[config.mk]
export PLATFORM = sky130hd
export DESIGN_NAME = sevenseg_scan_ctrl
export DESIGN_NICKNAME = d
export VERILOG_FILES = /design/src/rtl/sevenseg_scan_ctrl.sv
export SDC_FILE = /design/constraint.sdc
export NUM_CORES = 1
export LEC_CHECK = 0
export BUFFER_PORTS_ARGS = -buffer_cell sky130_fd_sc_hd__buf_2
export CAP_MARGIN = 20
export CORE_ASPECT_RATIO = 0.75
export CORE_MARGIN = 10
export CORE_UTILIZATION = 45
export CTS_CLUSTER_SIZE = 40
export DETAILED_ROUTE_END_ITERATION = 8
export PLACE_DENSITY = 0.74
export SLEW_MARGIN = 20
export SYNTH_ARGS = -nofsm -noshare
export SYNTH_HDL_FRONTEND = slang
export SYNTH_SLANG_ARGS = --single-unit
[constraint.sdc]
create_clock -name clk -period 5.83 [get_ports clk]
set_input_delay 1.166 -clock clk [delete_from_list [all_inputs] [get_ports clk]]
set_output_delay 1.166 -clock clk [all_outputs]
set_load 0.005 [all_outputs]
[src/rtl/sevenseg_scan_ctrl.sv]
// Time-multiplexed seven-segment scan controller: one shared decoder, NUM_DIGITS digits,
// double-buffered frame contents swapped only at frame boundaries.
module sevenseg_scan_ctrl #(
    parameter int NUM_DIGITS = 4,
    parameter int DWELL      = 1000,
    parameter int BLANK      = 2,
    parameter int SEG_LAT    = 2
) (
    input  logic                    clk,
    input  logic                    rst_n,
    input  logic                    load_valid,
    output logic                    load_ready,
    input  logic [3*NUM_DIGITS-1:0] load_data,
    input  logic [NUM_DIGITS-1:0]   load_mask,
    output logic [2:0]              seg_code,
    output logic                    seg_en,
    output logic [NUM_DIGITS-1:0]   digit_sel,
    output logic                    frame_done
);

    localparam int IW   = (NUM_DIGITS > 1) ? $clog2(NUM_DIGITS) : 1;
    localparam int CMAX = (DWELL > BLANK) ? DWELL : BLANK;
    localparam int CW   = $clog2(CMAX + 1);
    localparam int DW   = 3 * NUM_DIGITS;

    localparam logic [IW-1:0] LAST_IDX = IW'(NUM_DIGITS - 1);
    localparam logic [CW-1:0] DWELL_LD = CW'(DWELL - 1);
    localparam logic [CW-1:0] BLANK_LD = CW'(BLANK - 1);

    typedef enum logic [1:0] {
        ST_IDLE  = 2'd0,
        ST_SHOW  = 2'd1,
        ST_BLANK = 2'd2
    } state_t;

    state_t                state_r, state_s;
    logic [IW-1:0]         idx_r, idx_s;
    logic [CW-1:0]         cnt_r, cnt_s;
    logic [DW-1:0]         act_code_r, act_code_s;
    logic [NUM_DIGITS-1:0] act_mask_r, act_mask_s;
    logic [DW-1:0]         shd_code_r, shd_code_s;
    logic [NUM_DIGITS-1:0] shd_mask_r, shd_mask_s;
    logic                  pending_r, pending_s;
    logic                  load_ready_r, load_ready_s;
    logic [2:0]            seg_code_r, seg_code_s;
    logic                  seg_en_r, seg_en_s;
    logic [NUM_DIGITS-1:0] sel_r, sel_s;
    logic                  frame_done_r, frame_done_s;

    logic                  accept_s;
    logic                  frame_end_s;
    logic [2:0]            code_pick_s;
    logic                  en_pick_s;
    logic [NUM_DIGITS-1:0] onehot_s;

    // Next-state, buffer management and next values of the registered outputs.
    always_comb begin
        state_s    = state_r;
        idx_s      = idx_r;
        cnt_s      = cnt_r;
        act_code_s = act_code_r;
        act_mask_s = act_mask_r;
        shd_code_s = shd_code_r;
        shd_mask_s = shd_mask_r;
        pending_s  = pending_r;
        code_pick_s = 3'd0;
        en_pick_s   = 1'b0;
        onehot_s    = {NUM_DIGITS{1'b0}};

        accept_s    = load_valid & load_ready_r;
        frame_end_s = (state_r == ST_BLANK) && (idx_r == LAST_IDX) && (cnt_r == {CW{1'b0}});

        case (state_r)
            ST_IDLE: begin
                if (accept_s) begin
                    act_code_s = load_data;
                    act_mask_s = load_mask;
                    state_s    = ST_SHOW;
                    idx_s      = {IW{1'b0}};
                    cnt_s      = DWELL_LD;
                end else begin
                    state_s    = ST_IDLE;
                end
            end
            ST_SHOW: begin
                if (cnt_r == {CW{1'b0}}) begin
                    state_s = ST_BLANK;
                    cnt_s   = BLANK_LD;
                end else begin
                    cnt_s   = cnt_r - CW'(1);
                end
                if (accept_s) begin
                    shd_code_s = load_data;
                    shd_mask_s = load_mask;
                    pending_s  = 1'b1;
                end else begin
                    pending_s  = pending_r;
                end
            end
            ST_BLANK: begin
                if (cnt_r == {CW{1'b0}}) begin
                    state_s = ST_SHOW;
                    idx_s   = (idx_r == LAST_IDX) ? {IW{1'b0}} : idx_r + IW'(1);
                    cnt_s   = DWELL_LD;
                end else begin
                    cnt_s   = cnt_r - CW'(1);
                end
                // A load offered exactly at the boundary goes straight to active.
                if (frame_end_s && pending_r) begin
                    act_code_s = shd_code_r;
                    act_mask_s = shd_mask_r;
                    pending_s  = 1'b0;
                end else if (frame_end_s && accept_s) begin
                    act_code_s = load_data;
                    act_mask_s = load_mask;
                end else if (accept_s) begin
                    shd_code_s = load_data;
                    shd_mask_s = load_mask;
                    pending_s  = 1'b1;
                end else begin
                    pending_s  = pending_r;
                end
            end
            default: begin
                state_s   = ST_IDLE;
                idx_s     = {IW{1'b0}};
                cnt_s     = {CW{1'b0}};
                pending_s = 1'b0;
            end
        endcase

        for (int i = 0; i < NUM_DIGITS; i++) begin
            code_pick_s = (idx_s == IW'(i)) ? act_code_s[3*i +: 3] : code_pick_s;
            en_pick_s   = (idx_s == IW'(i)) ? act_mask_s[i] : en_pick_s;
            onehot_s[i] = (idx_s == IW'(i));
        end

        seg_en_s     = (state_s == ST_SHOW) && en_pick_s;
        seg_code_s   = seg_en_s ? code_pick_s : 3'd0;
        sel_s        = seg_en_s ? onehot_s : {NUM_DIGITS{1'b0}};
        frame_done_s = (state_s == ST_BLANK) && (idx_s == LAST_IDX) && (cnt_s == {CW{1'b0}});
        load_ready_s = (state_s == ST_IDLE) ? 1'b1 : !pending_s;
    end

    // State, buffers and registered outputs.
    always_ff @(posedge clk) begin
        if (!rst_n) begin
            state_r      <= ST_IDLE;
            idx_r        <= {IW{1'b0}};
            cnt_r        <= {CW{1'b0}};
            act_code_r   <= {DW{1'b0}};
            act_mask_r   <= {NUM_DIGITS{1'b0}};
            shd_code_r   <= {DW{1'b0}};
            shd_mask_r   <= {NUM_DIGITS{1'b0}};
            pending_r    <= 1'b0;
            load_ready_r <= 1'b0;
            seg_code_r   <= 3'd0;
            seg_en_r     <= 1'b0;
            sel_r        <= {NUM_DIGITS{1'b0}};
            frame_done_r <= 1'b0;
        end else begin
            state_r      <= state_s;
            idx_r        <= idx_s;
            cnt_r        <= cnt_s;
            act_code_r   <= act_code_s;
            act_mask_r   <= act_mask_s;
            shd_code_r   <= shd_code_s;
            shd_mask_r   <= shd_mask_s;
            pending_r    <= pending_s;
            load_ready_r <= load_ready_s;
            seg_code_r   <= seg_code_s;
            seg_en_r     <= seg_en_s;
            sel_r        <= sel_s;
            frame_done_r <= frame_done_s;
        end
    end

    // digit_sel trails seg_en by the decoder latency so segments and drive line up.
    generate
        if (SEG_LAT == 0) begin : g_nolat
            assign digit_sel = sel_r;
        end else begin : g_lat
            logic [NUM_DIGITS-1:0] pipe_r [SEG_LAT];

            // Digit-select delay line.
            always_ff @(posedge clk) begin
                if (!rst_n) begin
                    for (int k = 0; k < SEG_LAT; k++) begin
                        pipe_r[k] <= {NUM_DIGITS{1'b0}};
                    end
                end else begin
                    pipe_r[0] <= sel_r;
                    for (int k = 1; k < SEG_LAT; k++) begin
                        pipe_r[k] <= pipe_r[k-1];
                    end
                end
            end

            assign digit_sel = pipe_r[SEG_LAT-1];
        end
    endgenerate

    assign load_ready = load_ready_r;
    assign seg_code   = seg_code_r;
    assign seg_en     = seg_en_r;
    assign frame_done = frame_done_r;

endmodule

==> metrics.md, run 1 <==
| Metric | Value |
|---|---|
| Status | `finished clean` |
| Final net count | `467` |
| Syn_area_per_cell | `between 8 and 9 um2` |
| Number of nets with antenna violations after routing | `0` |
| I/O pins | `29` |
| Reg2Reg Depth | `7` |
| Port Buffers | `28` |
| Leading cell type in the layout, fill and taps excluded | `dfxtp_1` |
| DRC | `0` |
| Yosys reg bits | `65` |
| Top_reg_cell synth | `dfxtp_1` |
| Yosys Warn Count | `0` |
| Gpl congestion | `0.892` |
| # Post-CTS Setup Buffers | `0` |
| Critical path endpoint category | `flop` |
| Initial Util | `46.1%` |
| Core Util, Final | `roughly half` |
| Lkg Pwr | `about 1.5 nW` |
| R2R Path Start | `load_ready$_SDFF_PN0_` |
| CP max FO | `23` |
| DR vias | `~3,300` |
| Highest-count cells in the layout ignoring fill and taps | `dfxtp_1 (65), nor2_1 (60), a21oi_1 (38)` |
| Area growth syn-to-layout | `6.68%` |
| Final Max Slew Viols | `0` |
| Final worst path period share | `around two thirds` |
| Drt first-iter violations | `351` |
| Core Region | `0.00788 mm2` |
| Pin count of the biggest net entering global routing | `30` |
| Mapped Cells | `435` |
| Pwr Total | `1.04 mW` |
| Post-route setup TNS | `0 ns` |
| H-tree lvl count | `3` |
| CTS root buffer | `clkbuf_8` |
| Startpoint Class | `input port` |
| Syn nets | `460` |
| VDD IR max | `0.124 mV` |
| First-pass GRT wire length | `16,100 um` |
| Number of buffers created by CTS | `9` |
| Minimum clock period | `3.95 ns` |
| Buf/Inv on CP | `1` |
| CTS Hold Bufs | `0` |
| Final setup fails | `0` |
| Worst-Margin Slew | `between 0.9 and 1 ns` |
| Power Density | `269 mW/mm2` |
| Worst Setup Path Type | `input port to flop` |
| Arr. time, crit path | `about 4.2 ns` |
| Max transition margin | `37.8%` |
| Layout cell share with drive strength beyond 1 | `15.0%` |
| Crit path largest cell delay | `approximately 0.84 ns` |
| Hold Crit Class | `flop to flop` |
| Routed WL per cell | `17.4 um` |
| Diodes inserted | `0` |
| Rows | `28` |
| WHS Path Cells | `1` |
| Max Fclk | `253 MHz` |
| End of the worst hold path | `g_lat.pipe_r[0][3]$_SDFF_PN0_` |
| Die W | `124 um` |
| Reg2reg end | `seg_code[0]$_SDFF_PN0_` |
| Final Hold Viols | `0` |
| Sink Count | `65` |
| Levels on crit path | `8` |
| TritonCTS clock tree | `yes` |
| Post-DP HPWL | `6830 um` |
| R2R Setup Slk | `2.34 ns` |
| Max Buffers Root-to-Sink | `2` |
| Die ar. | `0.0121 mm2` |
| Skew final | `0.0116 ns` |
| Grt ovf | `0` |
| Resized cells post-CTS | `0` |
| Synth cell types | `68` |
| Via/cell ratio | `6.05` |
| Later-pin clock latency in the skew report | `0.36 ns` |
| Top delay family on crit path | `simple AND/OR/NAND/NOR gates` |
| Sequential share of the synthesized area | `35.8%` |
| Die H | `97.8 um` |
| Critical Path RT | `6.10 ns` |
| WL final | `9600 um` |
| Slowest cell on crit path | `nand4_1` |
| Ys async rst share | `0%` |
| Cell Chain, Critical Path | `buf_2 -> and2_1 -> nand4_1 -> o211a_1 -> o22a_1 -> o21ai_1 -> o211ai_2 -> nor4b_2` |
| Reg clk slew, reported paths | `0.07 ns` |
| Vias in the first global route | `between 3,000 and 4,000` |
| Hold_sp | `sel_r[3]$_SDFF_PN0_` |
| Drt first pass iters | `7` |
| Post-synth EDFFs | `0` |
| Initial antenna violation count | `0` |
| Max-cap violations | `0` |
| Unrepaired setup endpoints after global routing | `no` |
| GRT Util Overall | `16.5%` |
| Synthesized cell area | `approximately 0.0036 mm2` |
state kept, by name, indices dropped and copies added (netlist names), 2 cells and up:
register	count
act_code_r	12
shd_code_r	12
cnt_r	10
g_lat.pipe_r	8
act_mask_r	4
sel_r	4
shd_mask_r	4
seg_code	3
idx_r	2
state_r	2
synth_stat cells, types with 5 or more instances:
master / count / share of area (%)
a21o_1: 5 / 1.0
a21oi_1: 38 / 5.2
a22oi_1: 5 / 1.0
a31oi_1: 14 / 2.4
and2_1: 19 / 3.3
buf_2: 5 / 0.69
buf_6: 6 / 1.9
clkbuf_1: 14 / 1.4
dfxtp_1: 65 / 36
ha_1: 6 / 2.1
inv_1: 10 / 1.0
mux2_2: 6 / 1.9
mux2i_1: 23 / 6.3
nand2_1: 35 / 3.6
nor2_1: 60 / 6.2
nor3_1: 6 / 0.83
nor4_1: 5 / 0.86
o21ai_0: 24 / 3.3
where the power goes:
group	switching, mW	internal, mW
Clock	0.178	0.162
Combinational	0.130	0.0832
Sequential	0.0234	0.466
Total	0.331	0.710
how the worst max path moves through the flow:
stage / start / endpoint / slack, ns
floorplan: load_valid / shd_code_r[10]$_SDFFE_PN0P_ / 2.92
global placement: load_valid / seg_code[1]$_SDFF_PN0_ / 1.67
detailed placement: load_valid / sel_r[1]$_SDFF_PN0_ / 1.57
CTS: load_valid / seg_code[0]$_SDFF_PN0_ / 1.95
global route: load_valid / seg_code[0]$_SDFF_PN0_ / 1.61
finish: load_valid / seg_code[0]$_SDFF_PN0_ / 1.88
stage by stage:
step,cell area [um2],hold WS (ns),worst slack (ns),cells
floorplan,3630,0.412,2.92,435
global placement,3710,0.420,1.67,536
detailed placement,3710,0.422,1.57,536
CTS,3880,0.443,1.95,551
global route,3880,0.457,1.61,551
finish,3880,0.439,1.88,551
final cells by class:
class	count	area, um2
Clock buffer	10	138
Inverter	11	41.3
Sequential cell	65	1300
Timing Repair Buffer	30	155
Multi-Input combinational cell	325	2080
Fill cell	749	4010
Clock inverter	5	32.5
Tap cell	105	131
worst reg2reg max path: stages, from the launching register on:
cell,delay (ns)
dfxtp_1,0.45
and2_1,0.74
nand4_1,0.84
o211a_1,0.48
o22a_1,0.22
o21ai_1,0.12
o211ai_2,0.23
nor4b_2,0.33
cell families after synthesis:
logic type                 synth area share (%)
muxes                                      8.20
buffers and inverters                      7.02
AOI/OAI and AO/OA                          24.1
DFF                                        35.8
adders and majority gates                  2.07
and+or+nand+nor                            22.8
per-layer routing:
layer / track usage (%) / share of wire, % / vias to the layer above
li1: - / - / 1584
met1: 21.4 / 44 / 1577
met2: 25.7 / 47 / 157
met3: 5.06 / 7.4 / 15
met4: 4.92 / 1.4 / 0
met5: 0 / 0 / -
No activity file was read; power rests on OpenSTA's default activity.
==> run 2, diff against run 1 <==
--- a/config.mk
+++ b/config.mk
@@ -5,6 +5,7 @@
 export SDC_FILE = /design/constraint.sdc
 export NUM_CORES = 1
 export LEC_CHECK = 0
+export ABC_AREA = 1
 export BUFFER_PORTS_ARGS = -buffer_cell sky130_fd_sc_hd__buf_2
 export CAP_MARGIN = 20
 export CORE_ASPECT_RATIO = 0.75
@@ -12,7 +13,7 @@
 export CORE_UTILIZATION = 45
 export CTS_CLUSTER_SIZE = 40
 export DETAILED_ROUTE_END_ITERATION = 8
-export PLACE_DENSITY = 0.74
+export PLACE_DENSITY = 0.76
 export SLEW_MARGIN = 20
 export SYNTH_ARGS = -nofsm -noshare
 export SYNTH_HDL_FRONTEND = slang
==> constraint.sdc (replaced) <==
create_clock -name clk -period 3.55 [get_ports clk]
set_input_delay 0.71 -clock clk [delete_from_list [all_inputs] [get_ports clk]]
set_output_delay 0.71 -clock clk [all_outputs]
set_load 0.005 [all_outputs]
==> metrics.md, run 2 <==
| Metric | Value |
|---|---|
| Critical path endpoint category | `flop (unchanged)` |
| GRT Util Overall | `15.9% (was 16.5%)` |
| Top flop regs | `act_code_r x12, shd_code_r x12, cnt_r x10 (unchanged)` |
| Placed instance area | `0.00363 mm2 (was 0.00371 mm2)` |
| Clock share of power | `33.0% (was 32.6%)` |
| Yosys reg bits | `65 (unchanged)` |
| Final Hold Viols | `0 (unchanged)` |
| Later-pin clock latency in the skew report | `0.36 ns (about the same)` |
| Die ar. | `0.0116 mm2 (was 0.0121 mm2)` |
| DRC | `0 (unchanged)` |
| Post-synth EDFFs | `0 (unchanged)` |
| Finished Layout Cells | `615 (was 551)` |
| Power Density | `513 mW/mm2 (was 269 mW/mm2)` |
| Max Fclk | `357 MHz` |
| Yosys Warn Count | `0 (unchanged)` |
| Pwr Total | `1.97 mW (was 1.04 mW)` |
| Number of buffers created by CTS | `9 (unchanged)` |
| Crit path capture | `seg_en$_SDFF_PN0_ (was seg_code[0]$_SDFF_PN0_)` |
| Critical Path RT | `3.78 ns (was 6.10 ns)` |
| Layout cell share with drive strength beyond 1 | `18.5% (was 15.0%)` |
| Cell with the most instances after synthesis | `nand2_1 (was dfxtp_1)` |
| Syn_area_per_cell | `7.08 um2 (was 8.35 um2)` |
| Vias in the first global route | `3,057 (was 3,134)` |
| Commonest cells post-synth | `nand2_1 (80), nor2_1 (68), dfxtp_1 (65) (was dfxtp_1 (65), nor2_1 (60), a21oi_1 (38))` |
| First-pass GRT wire length | `15,000 um (was 16,100 um)` |
| Area contributors post-synth | `dfxtp_1 (38%), nand2_1 (8.7%), nor2_1 (7.4%), o21ai_0 (6.2%), a21oi_1 (6.1%) (was dfxtp_1 (36%), mux2i_1 (6.3%), nor2_1 (6.2%), a21oi_1 (5.2%), nand2_1 (3.6%))` |
| Arr. time, crit path | `3.03 ns (was 4.22 ns)` |
| Post-route setup TNS | `0 ns (unchanged)` |
| Minimum clock period | `around 2.8 ns` |
| CTS root buffer | `clkbuf_8 (unchanged)` |
| Reg2Reg Depth | `15 (was 7)` |
| Final net count | `534 (was 467)` |
| Drt first pass iters | `5 (was 7)` |
| Max-cap violations | `0 (unchanged)` |
| Core Region | `0.00740 mm2 (was 0.00788 mm2)` |
| Grt ovf | `0 (unchanged)` |
| Syn nets | `513 (was 460)` |
| Rows | `27 (was 28)` |
| Final worst path period share | `between 70% and 80%` |
| Sink Count | `65 (unchanged)` |
| Startpoint Class | `flop (was input port)` |
| Port Buffers | `28 (unchanged)` |
| Via/cell ratio | `5.43 (was 6.05)` |
| Crit path setup slack, layout | `0.748 ns (was 1.88 ns)` |
| Leading cell type in the layout, fill and taps excluded | `nand2_1 (was dfxtp_1)` |
| Slowest cell on crit path | `nand4_2 (was nand4_1)` |
| Max transition margin | `54.8% (was 37.8%)` |
| Worst Setup Path Type | `flop to flop (was input port to flop)` |
| H-tree lvl count | `3 (unchanged)` |
| Crit path largest cell delay | `0.56 ns (was 0.84 ns)` |
| TritonCTS clock tree | `yes (unchanged)` |
| Cell Chain, Critical Path | `inv_1 -> ha_1 -> nand2_1 -> inv_1 -> nand4_2 -> nor2_1 -> nor2_1 -> nand2_1 -> nand2_1 -> nand2_1 -> nand2_1 -> nand2_2 -> nor2_2 -> nand2_2 -> nand2_1 (was buf_2 -> and2_1 -> nand4_1 -> o211a_1 -> o22a_1 -> o21ai_1 -> o211ai_2 -> nor4b_2)` |
| Internal | `1.30 mW (was 710 uW)` |
| Most Frequent Cell on Critical Path | `nand2_1` |
| Top_reg_cell synth | `dfxtp_1 (unchanged)` |
| Area growth syn-to-layout | `11.1% (was 6.68%)` |
| Die H | `95.9 um (was 97.8 um)` |
| Die W | `121 um (was 124 um)` |
| Number of nets with antenna violations after routing | `0 (unchanged)` |
| Initial Util | `46.7% (was 46.1%)` |
| VDD IR max | `0.321 mV (was 0.124 mV)` |
| Reg power frac | `41.5% (was 47.0%)` |
| CP max FO | `24 (was 23)` |
| Final setup fails | `0 (unchanged)` |
| Design Area, Final | `0.00384 mm2 (was 0.00388 mm2)` |
| Switch share | `34.2% (was 31.8%)` |
| R2R Path Start | `state_r[0]$_SDFF_PN0_ (was load_ready$_SDFF_PN0_)` |
| Gpl congestion | `0.914 (was 0.892)` |
| Setup crit start | `state_r[0]$_SDFF_PN0_ (was load_valid)` |
| Setup WS pre-CTS | `0.815 ns (was 1.57 ns)` |
| Final hold slack | `0.411 ns (was 0.439 ns)` |
| # Post-CTS Setup Buffers | `0 (unchanged)` |
| Final Max Slew Viols | `0 (unchanged)` |
| Lkg Pwr | `1.85 nW (was 1.55 nW)` |
| Status | `finished clean (unchanged)` |
| Sw Pwr | `673 uW (was 331 uW)` |
| Unrepaired setup endpoints after global routing | `no (unchanged)` |
| WL final | `8980 um (was 9600 um)` |
| Ys async rst share | `0% (unchanged)` |
| Reg2reg end | `seg_en$_SDFF_PN0_ (was seg_code[0]$_SDFF_PN0_)` |
| Comb power frac | `25.4% (was 20.4%)` |
| Mapped Cells | `488 (was 435)` |
| Resized cells post-CTS | `0 (unchanged)` |
| Hold Crit Class | `flop to flop (unchanged)` |
| Top-area cell type share of the netlist area | `37.7% (was 35.8%)` |
| Pin count of the biggest net entering global routing | `29 (was 30)` |
| Initial antenna violation count | `0 (unchanged)` |
| Reg clk slew, reported paths | `0.08 ns (was 0.07 ns)` |
| Post-DP HPWL | `6550 um (was 6830 um)` |
| Sequential share of the synthesized area | `37.7% (was 35.8%)` |
| Routed WL per cell | `14.6 um (was 17.4 um)` |
| Synthesized cell area | `0.00345 mm2 (was 0.00363 mm2)` |
| DR vias | `3,337 (was 3,333)` |
| Diodes inserted | `0 (unchanged)` |
| CTS Hold Bufs | `0 (unchanged)` |
| Worst-Margin Slew | `0.676 ns (was 0.933 ns)` |
| Core Util, Final | `51.9% (was 49.2%)` |
| Inst Count DP | `599 (was 536)` |
| R2R Setup Slk | `0.75 ns (was 2.34 ns)` |
| I/O pins | `29 (unchanged)` |
| Synth cell types | `40 (was 68)` |
| Skew final | `0.0154 ns (was 0.0116 ns)` |
| Highest-count cells in the layout ignoring fill and taps | `nand2_1 (80), nor2_1 (68), dfxtp_1 (65) (was dfxtp_1 (65), nor2_1 (60), a21oi_1 (38))` |
| Drt first-iter violations | `353 (was 351)` |
| Max Buffers Root-to-Sink | `2 (unchanged)` |
| Dominant cell type by area after synthesis | `dfxtp_1 (unchanged)` |
run 2: cell count changes after synthesis, sizes merged, moves of 7 or more:
cell	before	now
nand3	4	23
a31oi	15	1
and2	20	0
nand2	35	89
inv	10	62
nor2	60	80
o21ai	26	52
mux2i	23	0
a22oi	5	12
run 2: per-layer routing:
metal | track usage (%) | wire length [um] | vias to the layer above
li1 | - | - | 1634
met1 | 22.2 | 4270 | 1566
met2 | 23.4 | 3910 | 128
met3 | 3.39 | 708 | 9
met4 | 6.04 | 98 | 0
met5 | 0 | 0 | -
run 2: cells by family (layout without fill, tap and decap cells):
group / Yosys count / in the layout / share of synthesized area (%)
XOR/XNOR: 3 / 3 / 0.761
AO/OA/AOI/OAI: 122 / 122 / 20.2
adder cells (fa/ha/maj): 6 / 6 / 2.17
AND/OR/NAND/NOR: 208 / 208 / 29.2
flip-flops: 65 / 65 / 37.7
buffers and inverters: 84 / 110 / 10.0
run 2: cell type report:
cell class	count	area [um2]
multi-input cells	339	1810
fillers	740	3560
well taps	101	126
clock buffers	10	138
flip-flops and latches	65	1300
repair buffers	31	163
clock inverters	6	66.3
inverters	63	236
run 2: worst min-delay path by stage:
stage,start,to,depth (start not counted)
CTS,g_lat.pipe_r[0][1]$_SDFF_PN0_,g_lat.pipe_r[0][5]$_SDFF_PN0_,2
global route,sel_r[0]$_SDFF_PN0_,g_lat.pipe_r[0][0]$_SDFF_PN0_,2
global placement,g_lat.pipe_r[0][3]$_SDFF_PN0_,g_lat.pipe_r[0][7]$_SDFF_PN0_,2
detailed placement,g_lat.pipe_r[0][1]$_SDFF_PN0_,g_lat.pipe_r[0][5]$_SDFF_PN0_,2
floorplan,sel_r[0]$_SDFF_PN0_,g_lat.pipe_r[0][0]$_SDFF_PN0_,2
finish,g_lat.pipe_r[0][1]$_SDFF_PN0_,g_lat.pipe_r[0][5]$_SDFF_PN0_,2
run 2: power by group through the flow:
stage	sequential (mW)	clock (mW)	combinational [mW]
global route	0.824	0.697	0.558
detailed placement	0.833	0	0.489
CTS	0.817	0.657	0.491
floorplan	0.823	0	0.380
finish	0.818	0.650	0.500
global placement	0.831	0	0.471
run 2: critical path, delay by kind of cell (launching register included):
kind | cells | cell delay [ns]
buffers and inverters | 2 | 0.25
flip-flops | 1 | 0.34
AND/OR/NAND/NOR | 12 | 1.68
adder cells (fa/ha/maj) | 1 | 0.41
